--- config.mk ---
export PLATFORM = sky130hd
export DESIGN_NAME = square_edge_gen
export DESIGN_NICKNAME = d
export VERILOG_FILES = /design/src/rtl/square_edge_gen.sv
export SDC_FILE = /design/constraint.sdc
export NUM_CORES = 1
export LEC_CHECK = 0
export BUFFER_PORTS_ARGS = -buffer_cell sky130_fd_sc_hd__buf_2
export CAP_MARGIN = 20
export CORE_AREA = 2 2 125 127
export DETAILED_ROUTE_END_ITERATION = 12
export DIE_AREA = 0 0 127 129
export HOLD_SLACK_MARGIN = 0.08
export PLACE_DENSITY = 0.67
export SLEW_MARGIN = 10
export SYNTH_ARGS = -nofsm -noshare
export SYNTH_HDL_FRONTEND = slang
export SYNTH_SLANG_ARGS = --single-unit
--- constraint.sdc ---
create_clock -name clock -period 4.2 [get_ports clock]
set_clock_uncertainty 0.15 [all_clocks]
set_input_delay 0.21 -clock clock [delete_from_list [all_inputs] [get_ports clock]]
set_output_delay 0.21 -clock clock [all_outputs]
set_load 0.03 [all_outputs]
--- src/rtl/square_edge_gen.sv ---
// rtl/square_edge_gen.sv - square outline / fill-span generator with screen clipping
module square_edge_gen #(
    parameter int XW = 7,
    parameter int YW = 6,
    parameter int CW = 9,
    parameter int DW = 6
) (
    input  logic          clock,
    input  logic          reset_n,
    input  logic          start,
    input  logic [CW-1:0] xcenter,
    input  logic [CW-1:0] ycenter,
    input  logic [DW-1:0] depth,
    input  logic          fill,
    output logic          busy,
    output logic          out_valid,
    input  logic          out_ready,
    output logic [XW-1:0] xstart,
    output logic [XW-1:0] xend,
    output logic [YW-1:0] ystart,
    output logic [YW-1:0] yend,
    output logic [1:0]    etype,
    output logic          done
);
    localparam int BW = CW + 2;
    localparam logic signed [BW-1:0] XMAX_S = BW'((1 << XW) - 1);
    localparam logic signed [BW-1:0] YMAX_S = BW'((1 << YW) - 1);
    localparam logic signed [BW-1:0] ONE    = BW'(1);

    typedef enum logic [1:0] {S_IDLE, S_CALC, S_EMIT, S_DONE} state_t;
    state_t state, state_nxt;

    logic [CW-1:0] xc_q, yc_q;
    logic [DW-1:0] d_q;
    logic          fill_q;
    logic [1:0]    edge_idx, sel_idx;
    logic [YW-1:0] row;

    logic signed [BW-1:0] dd, xcs, ycs, xs, xe, ys, ye;
    logic signed [BW-1:0] ia, ib, ic, id;
    logic [1:0]    it;
    logic          item_ok, span_empty, handshake, edge_adv, last_row;
    logic [XW-1:0] cx0, cx1, ea, eb;
    logic [YW-1:0] cy0, cy1, ec, ed;

    function automatic logic [XW-1:0] clip_x(input logic signed [BW-1:0] v);
        if (v[BW-1]) return '0;
        if (v > XMAX_S) return '1;
        return v[XW-1:0];
    endfunction

    function automatic logic [YW-1:0] clip_y(input logic signed [BW-1:0] v);
        if (v[BW-1]) return '0;
        if (v > YMAX_S) return '1;
        return v[YW-1:0];
    endfunction

    // Latched inputs are stable for the whole job, so the raw bounds settle during CALC.
    assign dd  = BW'(d_q);
    assign xcs = BW'(xc_q);
    assign ycs = BW'(yc_q);
    assign xs  = xcs - dd;
    assign ys  = ycs - dd;
    assign xe  = (d_q == '0) ? xcs : xcs + dd - ONE;
    assign ye  = (d_q == '0) ? ycs : ycs + dd - ONE;

    assign cx0 = clip_x(xs);
    assign cx1 = clip_x(xe);
    assign cy0 = clip_y(ys);
    assign cy1 = clip_y(ye);
    assign span_empty = xe[BW-1] || (xs > XMAX_S) || ye[BW-1] || (ys > YMAX_S);

    // Edge about to be loaded: edge 0 from CALC, otherwise the one after edge_idx.
    always_comb begin
        sel_idx = (state == S_CALC) ? 2'd0 : edge_idx + 2'd1;
        ia = xs;
        ib = xe;
        ic = ys;
        id = ye;
        it = 2'b10;
        case (sel_idx)
            2'd0:    begin ib = xs; it = 2'b01; end
            2'd1:    begin ia = xe; it = 2'b01; end
            2'd2:    id = ys;
            default: ic = ye;
        endcase
        item_ok = !(ib[BW-1] || (ia > XMAX_S) || id[BW-1] || (ic > YMAX_S));
        ea = clip_x(ia);
        eb = clip_x(ib);
        ec = clip_y(ic);
        ed = clip_y(id);
    end

    assign handshake = out_valid & out_ready;
    assign edge_adv  = ~out_valid | out_ready;
    assign last_row  = (row == cy1);
    assign busy      = (state != S_IDLE);
    assign done      = (state == S_DONE);

    always_ff @(posedge clock or negedge reset_n) begin
        if (!reset_n) state <= S_IDLE;
        else          state <= state_nxt;
    end

    always_comb begin
        state_nxt = state;
        case (state)
            S_IDLE: if (start) state_nxt = S_CALC;
            S_CALC: state_nxt = (fill_q && span_empty) ? S_DONE : S_EMIT;
            S_EMIT: begin
                if (fill_q) begin
                    if (handshake && last_row) state_nxt = S_DONE;
                end else if (edge_adv && edge_idx == 2'd3) begin
                    state_nxt = S_DONE;
                end
            end
            default: state_nxt = S_IDLE;
        endcase
    end

    always_ff @(posedge clock or negedge reset_n) begin
        if (!reset_n) begin
            xc_q      <= '0;
            yc_q      <= '0;
            d_q       <= '0;
            fill_q    <= 1'b0;
            edge_idx  <= '0;
            row       <= '0;
            out_valid <= 1'b0;
            xstart    <= '0;
            xend      <= '0;
            ystart    <= '0;
            yend      <= '0;
            etype     <= '0;
        end else begin
            case (state)
                S_IDLE: if (start) begin
                    xc_q   <= xcenter;
                    yc_q   <= ycenter;
                    d_q    <= ~depth;  // DMAX - depth
                    fill_q <= fill;
                end
                S_CALC: begin
                    edge_idx <= '0;
                    row      <= cy0;
                    if (fill_q) begin
                        out_valid <= ~span_empty;
                        xstart    <= cx0;
                        xend      <= cx1;
                        ystart    <= cy0;
                        yend      <= cy0;
                        etype     <= 2'b10;
                    end else begin
                        out_valid <= item_ok;
                        xstart    <= ea;
                        xend      <= eb;
                        ystart    <= ec;
                        yend      <= ed;
                        etype     <= it;
                    end
                end
                S_EMIT: begin
                    if (fill_q) begin
                        if (handshake) begin
                            if (last_row) begin
                                out_valid <= 1'b0;
                            end else begin
                                row    <= row + 1'b1;
                                ystart <= row + 1'b1;
                                yend   <= row + 1'b1;
                            end
                        end
                    end else if (edge_adv) begin
                        if (edge_idx == 2'd3) begin
                            out_valid <= 1'b0;
                        end else begin
                            edge_idx  <= edge_idx + 2'd1;
                            out_valid <= item_ok;
                            xstart    <= ea;
                            xend      <= eb;
                            ystart    <= ec;
                            yend      <= ed;
                            etype     <= it;
                        end
                    end
                end
                default: ;
            endcase
        end
    end
endmodule

== After elaboration in Yosys (flattened, before gate mapping) ==
Cells that the tools add are included.

* Mux-type cells: 110
* $lt $le $gt $ge: 8
* Bitwise gates (word level): 5
* $add $sub $neg: 8
* Equal/unequal tests: 21
* Reductions and logical operators: 23

{| class="wikitable"
|+ Operators by type and width
! kind !! count
|-
| $mux W7 || 24
|-
| $mux W6 || 27
|-
| $mux W11 || 6
|-
| $pmux W6 S2 || 3
|-
| $gt A11 B7 Y1 const B || 3
|-
| $gt A11 B8 Y1 const B || 3
|-
| $mux W1 || 31
|-
| $pmux W7 S2 || 2
|-
| $mux W2 || 13
|-
| $sub A10 B1 Y11 const B || 2
|-
| $ne A3 B3 Y1 const B || 7
|-
| $add A9 B6 Y10 || 2
|-
| $sub A9 B6 Y10 || 2
|-
| $ne A2 B2 Y1 const B || 7
|-
| $reduce_and A4 Y1 || 3
|-
| $gt A10 B7 Y1 const B || 1
|-
| $gt A10 B8 Y1 const B || 1
|-
| $eq A2 B2 Y1 const B || 4
|-
| $pmux W2 S2 || 2
|-
| $add A6 B1 Y6 const B || 1
|-
| $eq A6 B6 Y1 || 1
|-
| $logic_not A6 Y1 || 1
|-
| $logic_or A1 B1 Y1 || 6
|-
| $not A6 Y6 || 1
|-
| other kinds (16) || 22
|}

* Input port bits: 29
* Output and inout port bits: 31
* Flip-flop bits (word level): 64
* Word-level logic and storage cells: 188

== Longest topological paths before layout ==
Gate-level depths: netlist of the first run.

* Word-level depth: 14
* Gate-level depth with buffers: 17
* Mapped depth without buffers: 16

== Worst setup path before layout of the first run ==
OpenSTA, ideal clock, no wires.

* Path kind: reg-to-reg
* From: register yc_q[1]
* To: register state[0]
* Buffers on the path: 0
* Cell stages (with the launch flop): 16
* Clock period less this slack: 3694 ps
* Data arrival time: 3419 ps
* Setup time: 125 ps
* Slack: 506 ps
* Cells stage by stage: dfrtp_1 > inv_1 > ha_1 > inv_1 > ha_1 > ha_1 > o21bai_1 > and3_4 > a311o_1 > a21oi_2 > nand4_4 > o21bai_4 > o32ai_2 > a22o_1 > o31ai_4 > mux2_2

* Word-level cells in the longest chain between the ends: 12
* Elaborated cells on any way between the ends: 21
* Those cells by class: add/sub: 3; order compare: 2; eq/ne: 2; mux: 9; reduce/logical: 5

{| class="wikitable"
|+ Ends and longest elaborated chain
! item !! line !! source
|-
| start: declaration || 33 || <nowiki>logic [CW-1:0] xc_q, yc_q;</nowiki>
|-
| start signal: assignment || 139 || <nowiki>yc_q <= ycenter;</nowiki>
|-
| $add A9 B6 Y10 || 65 || <nowiki>assign ye = (d_q == '0) ? ycs : ycs + dd - ONE;</nowiki>
|-
| $sub A10 B1 Y11 || 65 ||
|-
| $mux W11 || 65 ||
|-
| $gt A11 B7 Y1 || 54 || <nowiki>if (v > YMAX_S) return '1;</nowiki>
|-
| $mux W1 (2 in a row) || 54 ||
|-
| $mux W6 || 55 || <nowiki>return v[YW-1:0];</nowiki>
|-
| $mux W6 || 54 ||
|-
| $eq A6 B6 Y1 || 96 || <nowiki>assign last_row = (row == cy1);</nowiki>
|-
| $logic_and A1 B1 Y1 || 112 || <nowiki>if (handshake && last_row) state_nxt = S_DONE;</nowiki>
|-
| $ne A3 B3 Y1 (no source line) || - ||
|-
| $reduce_and A3 Y1 (no source line) || - ||
|-
| end signal: assignment || 102 || <nowiki>else state <= state_nxt;</nowiki>
|-
| end: declaration || 31 || <nowiki>state_t state, state_nxt;</nowiki>
|}

Parallel ways exist; a longest one is shown, timed or not. The select of a mux whose other input is x is not followed.
A chain may end at the register's enable or synchronous reset.

== Final worst setup path of the first run ==
* From: register d_q[2]
* To: register state[1]

* Word-level cells in the longest chain between the ends: 12
* Elaborated cells on any way between the ends: 15
* Those cells by class: add/sub: 2; order compare: 1; eq/ne: 2; mux: 7; reduce/logical: 3

{| class="wikitable"
|+ Ends and longest elaborated chain
! item !! line !! source
|-
| start: declaration || 34 || <nowiki>logic [DW-1:0] d_q;</nowiki>
|-
| start signal: assignment || 140 || <nowiki>d_q <= ~depth;</nowiki>
|-
| $add A9 B6 Y10 || 65 ||
|-
| $sub A10 B1 Y11 || 65 ||
|-
| $mux W11 (*) || 65 ||
|-
| $gt A11 B7 Y1 || 54 ||
|-
| $mux W1 (2 in a row) || 54 ||
|-
| $mux W6 || 55 ||
|-
| $mux W6 (*) || 54 ||
|-
| $eq A6 B6 Y1 (*) || 96 ||
|-
| $logic_and A1 B1 Y1 (*) || 112 ||
|-
| $ne A3 B3 Y1 (no source line) (*) || - ||
|-
| $reduce_and A3 Y1 (no source line) (*) || - ||
|}

Every way passes the cells marked *; elsewhere a longest branch is shown, timed or not. The select of a mux whose other input is x is not followed.

==> results of run 1 <==
[sequential cells by signal (all words and copies together), names as in the netlist, 2 cells and up]
register and cells:
d_q 6, edge_idx 2, etype 2, row 6, state 2, xc_q 9, xend 7, xstart 7
yc_q 9, yend 6, ystart 6
[area by class of cell]
| type | count | share of cell area [%] |
|---|---|---|
| inverters | 62 | 3.278 |
| repair buffers | 102 | 9.834 |
| well taps | 188 | 3.313 |
| multi-input cells | 549 | 56.03 |
| clock inverters | 6 | 1.621 |
| clock buffers | 10 | 3.366 |
| flip-flops and latches | 64 | 22.56 |
[worst paths after layout]
path	startpoint	to	slack (ns)
setup / recovery	d_q[2]$_DFFE_PN0P_	state[1]$_DFFE_PN0P_	0.24
hold / removal	reset_n	xend[1]$_DFFE_PN0P_	0.31
setup reg to reg	d_q[2]$_DFFE_PN0P_	state[1]$_DFFE_PN0P_	0.24
hold reg to reg	etype[1]$_DFFE_PN0P_	etype[1]$_DFFE_PN0P_	0.35
max in group asynchronous	reset_n	yc_q[8]$_DFFE_PN0P_	2.66
min in group clock	etype[1]$_DFFE_PN0P_	etype[1]$_DFFE_PN0P_	0.35
[layout by cell type, fill, tap and decap left out, types with 7 or more instances in the layout]
cell           synthesis  layout
a211oi_1              11      10
a21oi_1               32      32
a31oi_1               11      11
buf_2                  5      59
buf_4                  0      15
clkbuf_16              0       9
dfrtp_1               64      64
dlygate4sd3_1          0      27
ha_1                  50      49
inv_1                 61      61
mux2_2                30      30
mux2_4                10      10
mux2i_1                8       8
nand2_1               63      63
nand2b_1               9       9
nand3_1               25      25
nor2_1                68      68
nor2b_1                7       7
nor3_1                14      14
o211ai_1              10      10
o21ai_0               57      56
or3_1                  9       9
xnor2_1               20      20
xor2_1                 9       9
[cell families after synthesis]
family	count (synthesis)
AOI/OAI and AO/OA	193
xor gates and xnor gates	29
adders and majority gates	53
buffers and inverters	87
DFF	64
muxes	48
and+or+nand+nor	226
[stage by stage]
| step | hold slack (ns) | util [%] |
|---|---|---|
| floorplan | -0.2356 | - |
| global placement | 0.1458 | 42.99 |
| detailed placement | 0.1668 | 42.99 |
| CTS | 0.3366 | 47.16 |
| global route | 0.3728 | 47.40 |
| finish | 0.3086 | 47.40 |
[worst reg2reg max path, delay by kind of cell, from the launching register on]
family                   cells  cell delay (ns)
XOR/XNOR                     1             0.19
flip-flops                   1             0.38
AO/OA/AOI/OAI                7             1.74
AND/OR/NAND/NOR              2             0.36
adder cells (fa/ha/maj)      2             0.54
multiplexers                 1             0.36
buffers and inverters        1             0.12
[metal layers]
metal | up-vias | part of all wire [%] | track usage (%)
li1 | 2707 | - | -
met5 | - | 0 | 0
met1 | 2597 | 50 | 29.05
met4 | 0 | 1.1 | 4.848
met2 | 164 | 43 | 30.23
met3 | 14 | 5.9 | 3.992
[repair_timing]
action | in CTS | in global routing
hold buffers | 27 | 0
setup endpoints to repair | 0 | 23
buffers inserted | 0 | 2
endpoints found under the hold margin | 55 | 0
resized for setup | 0 | 5
==> impl_metrics.csv, run 1 <==
group,metric,value,unit
logic_synthesis,synth-edff-count,0,
timing,fmax,252.6,MHz
logic_synthesis,ys_ff_latch,64,
run,maxCapViolCount,0,
logic_synthesis,synth_fa_ha_area_share,11.61,%
die,start_util,39.43,%
worst_setup_path,cp_common_cell,"ha_1",
grt,grt_max_degree,36,
place,hpwlAfterDp,12300,microns
clock_network,cts_tree,"built",
logic_synthesis,synth_warnings,0,
worst_setup_path,cp_max_fo,8,
timing,finalSetupViolCount,0,
detailed_routing,ant_nets,0,
detailed_routing,drcViolationCount,0,
finish,antenna_cells,0,
finish,drive_gt1_share,19.04,%
timing,period_share,94.26,%
logic_synthesis,netlist_area,5906,sq um
logic_synthesis,synth_top_area_cell,"dfrtp_1",
worst_setup_path,cp_num_buf_inv,1,
logic_synthesis,synth_area_leaders,"dfrtp_1 (27%), ha_1 (11%), mux2_2 (5.7%)",
timing,max-slew-margin-rel,33.76,%
worst_setup_path,cp.required,4.28,ns
finish,fillerInstances,1442,
logic_synthesis,synth_top_family_by_area,"compound AO/OA/AOI/OAI gates",
logic_synthesis,yosys.area.top_type_share,27.12,%
worst_setup_path,cp.depth,14,
clock_network,cts_inserted_buffers,9,
detailed_routing,drt_iter0_drc,454,
grt,grt_pass1_vias,5023,
finish,final_net_count,870,
die,die_h,129,microns
die,io_pins,60,
die,die_x,127,microns
finish,stdcell_area,7099,sq um
timing,tns,0,ns
finish,register_area,1602,sq um
logic_synthesis,synth_area_per_cell,8.437,sq um
worst_setup_path,cp_slowest_cell,"dfrtp_1",
logic_synthesis,post-synth-top-count-cell,"nor2_1",
finish,multi_input_area,3978,sq um
place,placed_cell_area,6439,sq um
die,core,14980,sq um
worst_setup_path,rr_worst_depth,14,
clock_network,cts.clk_slew.worst_paths,0.06,ns
place,io_buffers,59,
clock_network,root_buffer,"clkbuf_16",
grt,grt_use_total,19.89,%
timing,rsz0062_at_grt,"false",
logic_synthesis,ys_types,71,
timing,worstMarginPinSlew,0.9913,ns
detailed_routing,vias_per_cell,5.588,
finish,finalNonFillerCells,981,
logic_synthesis,synthArstFlopShare,100.0,%
grt,grt-ovfl-total,0,
place,dp_cells,936,
timing,period_needed,3.959,ns
worst_setup_path,max_stage_delay,0.38,ns
worst_setup_path,critPathCaptureType,"register",
clock_network,cts.path.max_buffers,2,
die,die-area,16380,sq um
logic_synthesis,synth_nets,782,
worst_setup_path,worst-setup-path-type,"reg -> reg",
place,dp_slack,0.1754,ns
worst_setup_path,cp_cell_sequence,"inv_1 -> ha_1 -> xor2_1 -> ha_1 -> o21bai_1 -> and3_4 -> a311o_1 -> a21oi_2 -> nand4_4 -> o21bai_4 -> o32ai_2 -> a22o_1 -> o31ai_4 -> mux2_2",
worst_setup_path,crit_family,"compound AO/OA/AOI/OAI gates",
detailed_routing,firstDrtPassIters,7,
timing,fin_ws,0.2413,ns
place,gp_congestion,0.9638,
logic_synthesis,synth-compound-area-share,23.18,%
worst_setup_path,cp-start-kind,"register",
grt,grt_pass1_wl,26070,microns
detailed_routing,wl,15790,microns
clock_network,insertion_delay,0.35,ns
logic_synthesis,syn_inst,700,
timing,slew_viol_final,0,
logic_synthesis,synth.yosys.seq_area_share,27.12,%
detailed_routing,dr_total_vias,5482,
timing,hold_viol_final,0,
die,num_rows,45,
finish,syn_to_final_growth,20.21,%
detailed_routing,wire_per_inst,16.10,microns
clock_network,h-tree-depth,3,
clock_network,clock_sinks,64,
status,status,"completed",
logic_synthesis,yosys.area_share.simple,18.28,%
logic_synthesis,synthMuxAreaShare,9.619,%
logic_synthesis,netlist_top_cells_count,"nor2_1 (68), dfrtp_1 (64), nand2_1 (63), inv_1 (61), o21ai_0 (57)",
logic_synthesis,synth_flop_cell,"dfrtp_1",
hold_path,hold_path_class,"in -> async",
logic_synthesis,synthXorXnorAreaFrac,4.301,%
grt,antenna_found_initial,0,
worst_setup_path,arrival,4.04,ns
Power of run 1 is left out: the tool's default activity adds up to more than one toggle a clock period on the data nets, which glitch-free logic cannot reach.
==> inputs of run 2 (changes only) <==
--- a/config.mk
+++ b/config.mk
@@ -7,11 +7,13 @@
 export LEC_CHECK = 0
 export BUFFER_PORTS_ARGS = -buffer_cell sky130_fd_sc_hd__buf_2
 export CAP_MARGIN = 20
-export CORE_AREA = 2 2 125 127
+export CELL_PAD_IN_SITES_DETAIL_PLACEMENT = 1
+export CELL_PAD_IN_SITES_GLOBAL_PLACEMENT = 2
+export CORE_AREA = 2 2 130 132
 export DETAILED_ROUTE_END_ITERATION = 12
-export DIE_AREA = 0 0 127 129
+export DIE_AREA = 0 0 132 134
 export HOLD_SLACK_MARGIN = 0.08
-export PLACE_DENSITY = 0.67
+export PLACE_DENSITY = 0.91
 export SLEW_MARGIN = 10
 export SYNTH_ARGS = -nofsm -noshare
 export SYNTH_HDL_FRONTEND = slang
==> run 2 against run 1 <==
  * Non-clock buffer count grew 4
  * Final cell count rose by 3.6%
  * Global-route usage rose by 2.4 points
  * Via count grew 1.8%
  * Critical path type unchanged
==> impl_metrics.csv, run 2 (synthesis gave the netlist of run 1 again) <==
group,metric,value,unit
worst_setup_path,cp-start-kind,"register",
die,num_rows,47,
finish,register_area,1603,sq um
finish,final_common_cell,"nor2_1",
detailed_routing,wl,19190,microns
finish,layout_common_cells,"nor2_1 (68), nand2_1 (63), dfrtp_1 (63), inv_1 (61), buf_2 (59)",
timing,period_share,95.26,%
grt,grt_pass1_vias,5910,
die,start_util,36.25,%
detailed_routing,drcViolationCount,0,
clock_network,cts_inserted_buffers,9,
place,placed_cell_area,6501,sq um
detailed_routing,ant_nets,0,
timing,max-slew-margin-rel,30.93,%
status,status,"completed",
clock_network,cts.clk_slew.worst_paths,0.06,ns
clock_network,cts_tree,"built",
timing,fmax,249.9,MHz
die,die-area,17690,sq um
grt,grt_max_degree,44,
grt,antenna_found_initial,0,
timing,worstMarginPinSlew,1.033,ns
worst_setup_path,worst-setup-path-type,"reg -> reg",
clock_network,insertion_delay,0.36,ns
grt,grt_pass1_wl,31350,microns
detailed_routing,firstDrtPassIters,4,
worst_setup_path,arrival,4.09,ns
worst_setup_path,ff2ff_setup_slack,0.20,ns
die,core,16290,sq um
detailed_routing,wire_per_inst,18.88,microns
clock_network,root_buffer,"clkbuf_16",
detailed_routing,drt_iter0_drc,292,
hold_path,hold_path_class,"in -> async",
worst_setup_path,critical_path.startpoint,"yc_q[5]$_DFFE_PN0P_",
die,die_h,134,microns
grt,grt_use_total,22.25,%
worst_setup_path,cp_max_fo,8,
clock_network,cts.path.max_buffers,2,
timing,period_needed,4.001,ns
finish,drive_gt1_share,19.85,%
clock_network,h-tree-depth,3,
worst_setup_path,rr_endpoint,"row[5]$_DFFE_PN0P_",
worst_setup_path,rr_worst_depth,14,
place,hpwlAfterDp,15040,microns
worst_setup_path,rr_startpoint,"yc_q[5]$_DFFE_PN0P_",
die,io_pins,60,
die,die_x,132,microns
timing,rsz0062_at_grt,"true",
detailed_routing,dr_total_vias,5581,
timing,slew_viol_final,0,
place,gp_congestion,0.9258,
timing,hold_viol_final,0,
finish,final_net_count,874,
clock_network,clock_sinks,64,
finish,fillerInstances,1961,
grt,grt-ovfl-total,0,
place,io_buffers,59,
run,maxCapViolCount,0,
worst_setup_path,critPathCapture,"row[5]$_DFFE_PN0P_",
finish,syn_to_final_growth,20.64,%
worst_setup_path,cp.required,4.29,ns
finish,top_regs,"xc_q x9, yc_q x9",
finish,antenna_cells,0,
worst_setup_path,critPathCaptureType,"register",
timing,finalSetupViolCount,0,
detailed_routing,vias_per_cell,5.493,
finish,stdcell_area,7124,sq um
finish,multi_input_area,3993,sq um
[run 2: critical path, stage by stage, from the launching register on]
cell,delay [ns]
dfrtp_1,0.41
inv_1,0.09
ha_1,0.31
inv_1,0.15
ha_2,0.37
and3b_1,0.27
o41ai_1,0.47
a211oi_2,0.10
nand4_4,0.16
o21bai_4,0.12
buf_4,0.19
a31o_2,0.23
o2bb2ai_4,0.14
a31oi_4,0.36
mux2_2,0.38
[run 2: worst min path at each step]
stage / endpoint / cells past startpoint / startpoint / slack [ns]
final: xc_q[8]$_DFFE_PN0P_ / 2 / reset_n / 0.21
after global routing: xc_q[8]$_DFFE_PN0P_ / 2 / reset_n / 0.26
after CTS: xc_q[8]$_DFFE_PN0P_ / 2 / reset_n / 0.22
after detailed placement: xc_q[8]$_DFFE_PN0P_ / 1 / reset_n / 0.05
after global placement: xc_q[8]$_DFFE_PN0P_ / 1 / reset_n / 0.05
after floorplan: d_q[0]$_DFFE_PN0P_ / 0 / reset_n / -0.24
[run 2: per-stage QoR]
stage | setup WS (ns) | utilization, % | TNS, ns | cells | hold WS, ns
6_report | 0.1990 | 43.74 | 0 | 1016 | 0.2079
5_1_grt | -0.02867 | 43.74 | -0.06547 | 1016 | 0.2551
4_1_cts | 0.06480 | 43.37 | 0 | 1013 | 0.2156
3_5_place_dp | 0.05250 | 39.91 | 0 | 971 | 0.05420
2_1_floorplan | 0.5062 | - | 0 | 700 | -0.2356
3_3_place_gp | 0.2760 | 39.91 | 0 | 971 | 0.05373
[run 2: area by class of cell]
type | count | share of cell area (%)
sequential | 64 | 22.50
timing repair buffer | 106 | 10.22
multi-input combinational | 549 | 56.04
tap | 220 | 3.864
inverter | 62 | 3.267
clock inverter | 2 | 0.1756
clock buffer | 13 | 3.934
[run 2: layer usage]
metal / vias up / GRT usage (%) / part of all wire (%)
met5: - / 0 / 0
met4: 0 / 7.065 / 1.6
met3: 24 / 3.212 / 4.0
met2: 114 / 37.82 / 48
met1: 2739 / 29.25 / 47
li1: 2704 / - / -
[run 2: timing repair]
| action | CTS | global route |
|---|---|---|
| buffers inserted | 0 | 3 |
| setup endpoints to repair | 0 | 35 |
| gates resized for setup | 0 | 9 |
| hold buffers | 27 | 0 |
| hold endpoints to repair | 47 | 0 |
Power of run 2 is left out for the same reason.
